[src/rtl/piece_queue_ctrl_pkg.sv]
// Shared definitions for the piece queue controller: piece codes and FSM encoding.
package piece_queue_ctrl_pkg;

  localparam int PIECE_W = 3;

  localparam logic [PIECE_W-1:0] PIECE_NONE = 3'd0;
  localparam logic [PIECE_W-1:0] PIECE_I    = 3'd1;
  localparam logic [PIECE_W-1:0] PIECE_O    = 3'd2;
  localparam logic [PIECE_W-1:0] PIECE_T    = 3'd3;
  localparam logic [PIECE_W-1:0] PIECE_J    = 3'd4;
  localparam logic [PIECE_W-1:0] PIECE_L    = 3'd5;
  localparam logic [PIECE_W-1:0] PIECE_S    = 3'd6;
  localparam logic [PIECE_W-1:0] PIECE_Z    = 3'd7;

  typedef enum logic [2:0] {
    ST_REQ   = 3'd0,
    ST_CAP   = 3'd1,
    ST_READY = 3'd2,
    ST_SPAWN = 3'd3,
    ST_HOLD  = 3'd4
  } pq_state_t;

endpackage

[src/rtl/piece_fifo_shift.sv]
// Preview queue: entries are appended at the current count and leave from entry 0
// by shifting everything down one slot. Vacated slots read as PIECE_NONE.
module piece_fifo_shift
  import piece_queue_ctrl_pkg::*;
#(
  parameter int DEPTH = 3,
  parameter int W     = 3,
  localparam int CW   = $clog2(DEPTH + 1)
) (
  input  logic               clk,
  input  logic               rst_n,
  input  logic               load,
  input  logic [W-1:0]       load_data,
  input  logic               shift,
  output logic [CW-1:0]      count,
  output logic [DEPTH*W-1:0] entries
);

  logic [W-1:0] q [DEPTH];

  // Queue storage and occupancy; a shift and a load never coincide, shift wins if they do.
  always_ff @(posedge clk or negedge rst_n) begin
    if (!rst_n) begin
      for (int i = 0; i < DEPTH; i++) q[i] <= W'(PIECE_NONE);
      count <= '0;
    end else if (shift) begin
      for (int i = 0; i < DEPTH - 1; i++) q[i] <= q[i+1];
      q[DEPTH-1] <= W'(PIECE_NONE);
      if (count != '0) count <= count - CW'(1);
    end else if (load && (count < CW'(DEPTH))) begin
      for (int i = 0; i < DEPTH; i++) begin
        if (CW'(i) == count) q[i] <= load_data;
      end
      count <= count + CW'(1);
    end
  end

  // Flatten the queue with entry 0 in the least significant bits.
  always_comb begin
    for (int i = 0; i < DEPTH; i++) entries[i*W +: W] = q[i];
  end

endmodule

[src/rtl/piece_queue_ctrl.sv]
// Piece sequencer: keeps the preview queue topped up from the 7-bag generator,
// serves spawn requests and owns the hold slot with its once-per-piece lock.
module piece_queue_ctrl #(
  parameter int QUEUE_DEPTH = 3,
  parameter int PIECE_W     = piece_queue_ctrl_pkg::PIECE_W
) (
  input  logic                           clk,
  input  logic                           rst_n,
  output logic                           gen_next,
  input  logic [PIECE_W-1:0]             gen_piece,
  input  logic                           spawn_req,
  output logic                           spawn_ack,
  output logic [PIECE_W-1:0]             spawn_piece,
  input  logic                           hold_req,
  input  logic [PIECE_W-1:0]             cur_piece,
  output logic                           hold_ack,
  output logic                           hold_nack,
  output logic [PIECE_W-1:0]             swap_piece,
  output logic [PIECE_W-1:0]             hold_piece,
  output logic [PIECE_W*QUEUE_DEPTH-1:0] preview,
  output logic                           ready
);
  import piece_queue_ctrl_pkg::*;

  localparam int CW = $clog2(QUEUE_DEPTH + 1);

  pq_state_t          state, state_n;
  logic               fifo_load, fifo_shift;
  logic [CW-1:0]      fifo_count;
  logic [PIECE_W-1:0] cap_data;
  logic [PIECE_W-1:0] head;
  logic               lock;

  piece_fifo_shift #(
    .DEPTH (QUEUE_DEPTH),
    .W     (PIECE_W)
  ) u_fifo (
    .clk       (clk),
    .rst_n     (rst_n),
    .load      (fifo_load),
    .load_data (cap_data),
    .shift     (fifo_shift),
    .count     (fifo_count),
    .entries   (preview)
  );

  assign head = preview[PIECE_W-1:0];

  // State register.
  always_ff @(posedge clk or negedge rst_n) begin
    if (!rst_n) state <= ST_REQ;
    else        state <= state_n;
  end

  // Next-state and strobe decode. gen_next is qualified by rst_n because the
  // reset state is REQ, yet no request may reach the generator while held in reset.
  always_comb begin
    state_n    = state;
    gen_next   = 1'b0;
    spawn_ack  = 1'b0;
    hold_ack   = 1'b0;
    hold_nack  = 1'b0;
    ready      = 1'b0;
    fifo_load  = 1'b0;
    fifo_shift = 1'b0;
    cap_data   = (gen_piece == '0) ? PIECE_W'(PIECE_I) : gen_piece;
    case (state)
      ST_REQ: begin
        gen_next = rst_n;
        state_n  = ST_CAP;
      end
      ST_CAP: begin
        fifo_load = 1'b1;
        state_n   = (fifo_count == CW'(QUEUE_DEPTH - 1)) ? ST_READY : ST_REQ;
      end
      ST_READY: begin
        ready = (fifo_count == CW'(QUEUE_DEPTH));
        if (spawn_req)     state_n = ST_SPAWN;
        else if (hold_req) state_n = ST_HOLD;
      end
      ST_SPAWN: begin
        spawn_ack  = 1'b1;
        fifo_shift = 1'b1;
        state_n    = ST_REQ;
      end
      ST_HOLD: begin
        if (lock) begin
          hold_nack = 1'b1;
          state_n   = ST_READY;
        end else if (hold_piece != '0) begin
          hold_ack = 1'b1;
          state_n  = ST_READY;
        end else begin
          hold_ack   = 1'b1;
          fifo_shift = 1'b1;
          state_n    = ST_REQ;
        end
      end
      default: state_n = ST_REQ;
    endcase
  end

  // Piece outputs are loaded on entry to SPAWN/HOLD so they are valid during the ack;
  // the hold slot and lock update on the way out of HOLD.
  always_ff @(posedge clk or negedge rst_n) begin
    if (!rst_n) begin
      spawn_piece <= '0;
      swap_piece  <= '0;
      hold_piece  <= '0;
      lock        <= 1'b0;
    end else begin
      if (state == ST_READY && spawn_req) begin
        spawn_piece <= head;
      end
      if (state == ST_READY && !spawn_req && hold_req && !lock) begin
        swap_piece <= (hold_piece != '0) ? hold_piece : head;
      end
      if (state == ST_HOLD && !lock) begin
        hold_piece <= cur_piece;
        lock       <= 1'b1;
      end
      if (state == ST_SPAWN) begin
        lock <= 1'b0;
      end
    end
  end

endmodule

[config.mk]
export PLATFORM = sky130hd
export DESIGN_NAME = piece_queue_ctrl
export DESIGN_NICKNAME = d
export VERILOG_FILES = /design/src/rtl/piece_queue_ctrl_pkg.sv /design/src/rtl/piece_fifo_shift.sv /design/src/rtl/piece_queue_ctrl.sv
export SDC_FILE = /design/constraint.sdc
export NUM_CORES = 1
export LEC_CHECK = 0
export BUFFER_PORTS_ARGS = -buffer_cell sky130_fd_sc_hd__buf_2
export CAP_MARGIN = 20
export CORE_ASPECT_RATIO = 1.25
export CORE_MARGIN = 2
export CORE_UTILIZATION = 38
export CTS_BUF_LIST = sky130_fd_sc_hd__clkbuf_8
export DETAILED_ROUTE_END_ITERATION = 16
export GPL_TIMING_DRIVEN = 0
export PLACE_DENSITY_LB_ADDON = 0.3
export SYNTH_ARGS = -nofsm -noshare
export SYNTH_HDL_FRONTEND = slang
export SYNTH_HIERARCHICAL = 1
export SYNTH_SLANG_ARGS = --single-unit
[constraint.sdc]
create_clock -name clk -period 2.5 [get_ports clk]
set_clock_uncertainty 0.05 [all_clocks]
set_input_delay 0.125 -clock clk [delete_from_list [all_inputs] [get_ports clk]]
set_output_delay 0.125 -clock clk [all_outputs]
set_load 0.03 [all_outputs]
# Word-level counts from Yosys, hierarchy flattened
# Index checks and enable logic that the tools add are counted.
# W data, S select, Z words.
[op_classes]
n_addsub = 2
magnitude_cmp = 1
n_eq_ne = 10
mux = 29
n_reduce_logical = 22
[ops]
columns = ["cell", "count"]
rows = [
  ["$mux W3", 7],
  ["$mux W9", 2],
  ["$mux W1", 12],
  ["$mux W2", 6],
  ["$pmux W3 S4", 1],
  ["$reduce_bool A2 Y1", 6],
  ["$reduce_and A2 Y1", 4],
  ["$eq A3 B2 Y1 const B", 2],
  ["$logic_and A1 B1 Y1", 6],
  ["$logic_not A3 Y1", 2],
  ["$eq A2 B2 Y1 const B", 2],
  ["$eq A3 B1 Y1 const B", 1],
  ["$eq A3 B3 Y1 const B", 1],
  ["$ne A3 B3 Y1 const B", 1],
  ["$reduce_bool A3 Y1", 1],
  ["$add A2 B1 Y2 const B", 1],
  ["$eq A1 B2 Y1 const A", 1],
  ["$eq A2 B2 Y1 const A", 1],
  ["$logic_not A1 Y1", 2],
  ["$logic_not A2 Y1", 1],
  ["$lt A2 B2 Y1 const B", 1],
  ["$ne A2 B1 Y1 const B", 1],
  ["$pmux W1 S2", 1],
  ["$sub A2 B1 Y2 const B", 1],
]
[totals]
regBits = 24
input_bits = 10
output_inout_bits = 23
elab_cells = 73

# Longest topological paths before layout
[depth]
ltp_word = 6
ltp_mapped = 6
depth_no_buf = 5

# Modules after synthesis
# The synthesis kept the hierarchy.
[by_module_without_submodules]
columns = ["module", "n_inst", "cells_each", "area_each_um2", "seq_area_each_um2"]
rows = [
  ["piece_queue_ctrl", 1, 66, 709.4, 325.3],
  ["piece_fifo_shift", 1, 46, 593.1, 275.3],
]

# Worst setup path after synthesis
# OpenSTA, ideal clock, no wires.
[synth_path]
path_kind = "reg-to-reg"
from = "reg state[1]"
to = "reg u_fifo.q (netlist bit u_fifo/entries[0])"
setup_ns = 0.125
t_arrival_ns = 1.798
required_ns = 2.325
slack_ns = 0.527
stages_incl_launch_ff = 7
path_buffers = 2
synth_period_minus_slack_ns = 1.973
cell_sequence = "dfrtp_1 > buf_6 > or3b_4 > nor2_8 > a21o_2 > buf_2 > mux2_2"
[synth_via]
word_cells_on_any_way = 10
classes_between = "eq/ne (3); mux (3); reduce/logical (4)"
[synth_lines]
columns = ["element", "line", "source"]
rows = [
  ["start: declaration", "piece_queue_ctrl.sv:27", "pq_state_t state, state_n;"],
  ["start signal: assignment", "piece_queue_ctrl.sv:52", "else state <= state_n;"],
  ["$eq A3 B3 Y1 or $eq A3 B2 Y1 (tied branches)", "piece_queue_ctrl.sv:67", "case (state)"],
  ["$pmux W1 S2 (*)", "piece_queue_ctrl.sv:67", ""],
  ["net fifo_shift", "piece_queue_ctrl.sv:28", "logic fifo_load, fifo_shift;"],
  ["$reduce_bool A2 Y1 (no source line)", "n/a", ""],
  ["$reduce_and A2 Y1 (no source line)", "n/a", ""],
  ["end signal: indexed assignment", "piece_fifo_shift.sv:28", "q[DEPTH-1] <= W'(PIECE_NONE);"],
  ["end signal: indexed assignment", "piece_fifo_shift.sv:32", "if (CW'(i) == count) q[i] <= load_data;"],
  ["end: declaration", "piece_fifo_shift.sv:19", "logic [W-1:0] q [DEPTH];"],
]
# Mark *: on every way through the listed nets, which the timed path passes. The rest lies on a longest branch.
# A chain may end at the register's enable or synchronous reset.

# Worst setup path after layout
[layout_path]
from = "reg state[0]"
to = "reg u_fifo.q (netlist bit u_fifo/entries[2])"
# Same word-level chain as after synthesis.

==> impl_metrics.csv <==
group,metric,value,unit
clock_tree,clock_latency,260,ps
timing,period_needed,2000,ps
setup_path,timing.rr.end,"u_fifo/entries[2]",
clock_tree,clockBufferDepth,2,
yosys,yosysMostFrequentCell,"dfrtp_1",
setup_path,crit_top_cell,"buf_2",
timing,finalHoldViolations,0,
yosys,yosysWarnings,6,
final_layout,num-fill-cells,321,
die,die_height,69.46,um
setup_path,startpoint,"state[0]",
die,core_area,3252,um^2
yosys,synth_top_family_by_area,"multiplexers",
detailed_routing,drt-wirelength-per-cell,14.55,um
yosys,syn-num-nets,126,
setup_path,cp-start-kind,"register",
setup_path,slowest_stage,"or3b_4",
setup_path,crit_path_max_incr_delay,420,ps
detailed_routing,drt-initial-drc-count,13,
place,gp_congestion,0.7986,
timing,period_share,80.00,%
yosys,synth_compound_area_share,4.803,%
yosys,synthCells,112,
yosys,syn_area,1302,um^2
clock_tree,post_cts_buffers,0,
global_route,grt.overflow.total,0,
final_layout,drive_above_1_share,38.26,%
final_layout,multiInputGateArea,635.6,um^2
setup_path,end_kind,"register",
yosys,ys_types,33,
global_route,track_usage,15.60,%
final_layout,fin_area,1590,um^2
yosys,synth_edf_count,0,
timing,setup_viol,0,
die,dieArea,3915,um^2
detailed_routing,dr.pass1.iters,4,
yosys,synthAdderAreaFrac,3.842,%
global_route,antenna_found_initial,0,
final_layout,diodes,0,
yosys,synth_seq_cells,24,
yosys,synth_largest_area_cell,"dfrtp_1",
power,p_per_area,1396,nW/um^2
yosys,synthTopCellsByCount,"24 x dfrtp_1, 11 x nor2_1, 9 x mux2_2, 9 x mux2i_1, 7 x inv_1",
clock_tree,htreeDepth,1,
timing,final_max_slew_viol_count,0,
global_route,grt_pass1_vias,996,
final_layout,layout.nets,164,
setup_path,r2r_cells,6,
job,maxCapViolCount,0,
power,vdd_ir_drop_max,0.6142,mV
setup_path,critPathCapture,"u_fifo/entries[2]",
clock_tree,cts.repair.resized,0,
detailed_routing,vias,962,
setup_path,rrSetupSlack,500,ps
setup_path,path_cells,"buf_2 > or3b_4 > nor2_8 > a21o_2 > buf_2 > mux2_2",
die,initial_utilization,40.05,%
timing,rsz0062_at_grt,"false",
setup_path,worstPathMaxFanout,10,
clock_tree,cts.sinks,24,
global_route,grt_pass1_wl,4.802,mm
place,numPortBuffers,32,
timing,fmax,500.0,MHz
global_route,grt_start_max_net_pins,26,
setup_path,r2r_start,"state[0]",
detailed_routing,drcViolationCount,0,
die,dieWidth,56.37,um
yosys,synth_mux_area_share,23.34,%
timing,maxSlewHeadroom,62.03,%
timing,timing.setup.tns,0,ps
clock_tree,cts_buffers,3,
clock_tree,postCtsHoldBufs,1,
detailed_routing,vias_per_cell,5.172,
detailed_routing,postRouteAntennaNets,0,
yosys,synth_top_area_share,46.11,%
clock_tree,clockRootBuffer,"clkbuf_8",
die,rows,23,
yosys,synth_flop_cell,"dfrtp_1",
yosys,ys_seq_area_share,46.11,%
clock_tree,clkSlewWorstSetupHoldPaths,80,ps
setup_path,crit_required,2600,ps
clock_tree,cts_tree,"built",
yosys,yosys.area_share.xor_xnor,0.6724,%
final_layout,area_growth,22.09,%
yosys,postSynthAreaPerCell,11.63,um^2
detailed_routing,drt_wl_total,2.706,mm
final_layout,seqCellArea,600.6,um^2
place,place_area,1509,um^2
min_path,hp-class,"primary input to register",
die,ioPinCount,33,
outcome,status,"complete, no violations",
yosys,synth-async-reset-ratio,100.0,%
timing,worst_pin_slew,569.5,ps
setup_path,crit_type,"register to register",
setup_path,cp_data_arrival_time,2100,ps
place,hpwlAfterDp,2.050,mm
yosys,yosys.area_share.simple,16.14,%
yosys,synth_area_leaders,"dfrtp_1 46%, mux2_2 7.8%, mux2i_1 6.9%",
power,power.leakage,0.0008188,uW
==> final cells by class <==
| type | instances | area share (%) |
|---|---|---|
| plain buffers | 6 | 2.518 |
| inverters | 7 | 1.652 |
| clock inverters | 1 | 1.888 |
| multi-input cells | 75 | 39.97 |
| clock buffers | 3 | 2.596 |
| flip-flops and latches | 24 | 37.77 |
| repair buffers | 33 | 10.70 |
| well taps | 37 | 2.911 |
==> critical path, delay by kind of cell, from the launching register on <==
family	cells	cell delay [ps]
buffers and inverters	2	400
and+or+nand+nor	2	560
AOI/OAI and AO/OA	1	150
muxes	1	360
DFF	1	360
==> per-stage QoR <==
stage / util (%) / power, uW / instances / setup WS, ps / hold WS [ps]
floorplan: - / 1575 / 112 / 527.0 / -220.6
global route: 48.90 / 2383 / 186 / 401.0 / 33.90
detailed placement: 46.40 / 1894 / 181 / 490.2 / 113.6
global placement: 46.40 / 1844 / 181 / 519.8 / 92.02
finish: 48.90 / 2220 / 186 / 499.9 / 26.63
CTS: 48.90 / 2246 / 186 / 470.8 / 19.44
==> placed cells by master (no fill, tap or decap), types with 2 or more instances in the layout <==
cell and count:
nand3b_1 3, and3_1 3, nor3_1 3, buf_2 34, clkbuf_8 3, a21oi_1 5, mux2i_1 9, ha_1 4
mux2_4 3, mux2_2 9, inv_1 7, nor3b_1 2, clkbuf_1 2, nor2_1 11, dfrtp_1 24, buf_6 2
mux2_1 6
==> flip-flops by register name, summed over array words and instances (netlist names) <==
signal,flops
hold_piece,3
lock,1
spawn_piece,3
state,3
swap_piece,3
u_fifo/count,2
u_fifo/entries,9
==> kinds of logic (layout without fill, tap and decap cells) <==
kind of cell,after synthesis,count (layout)
xor gates and xnor gates,1,1
DFF,24,24
adders and majority gates,4,4
AOI/OAI and AO/OA,10,10
muxes,27,27
buffers and inverters,13,50
and+or+nand+nor,33,33
==> power breakdown <==
part           leakage, uW  internal [uW]  switching [uW]  total, uW
clock            0.0000357            214             122        336
combinational     0.000489            474             688       1160
sequential        0.000294            565             157        722
==> layer usage <==
metal  track usage, %  part of all wire (%)  up-vias
met4            6.349                   1.4        0
met1            18.81                    39      474
met5                0                     0        -
li1                 -                     -      465
met2            27.32                    56       19
met3            2.425                   3.5        4
==> worst min path at each step <==
stage / startpoint / end / slack, ps / depth (start not counted)
2_1_floorplan: rst_n / hold_piece[0] / -220 / 0
3_3_place_gp: rst_n / u_fifo/count[0] / 90 / 1
3_5_place_dp: rst_n / state[2] / 110 / 1
4_1_cts: spawn_req / state[2] / 20 / 2
5_1_grt: cur_piece[1] / hold_piece[1] / 30 / 2
6_report: spawn_req / state[2] / 30 / 2
Note: power is estimated with default switching activity, not from simulation.
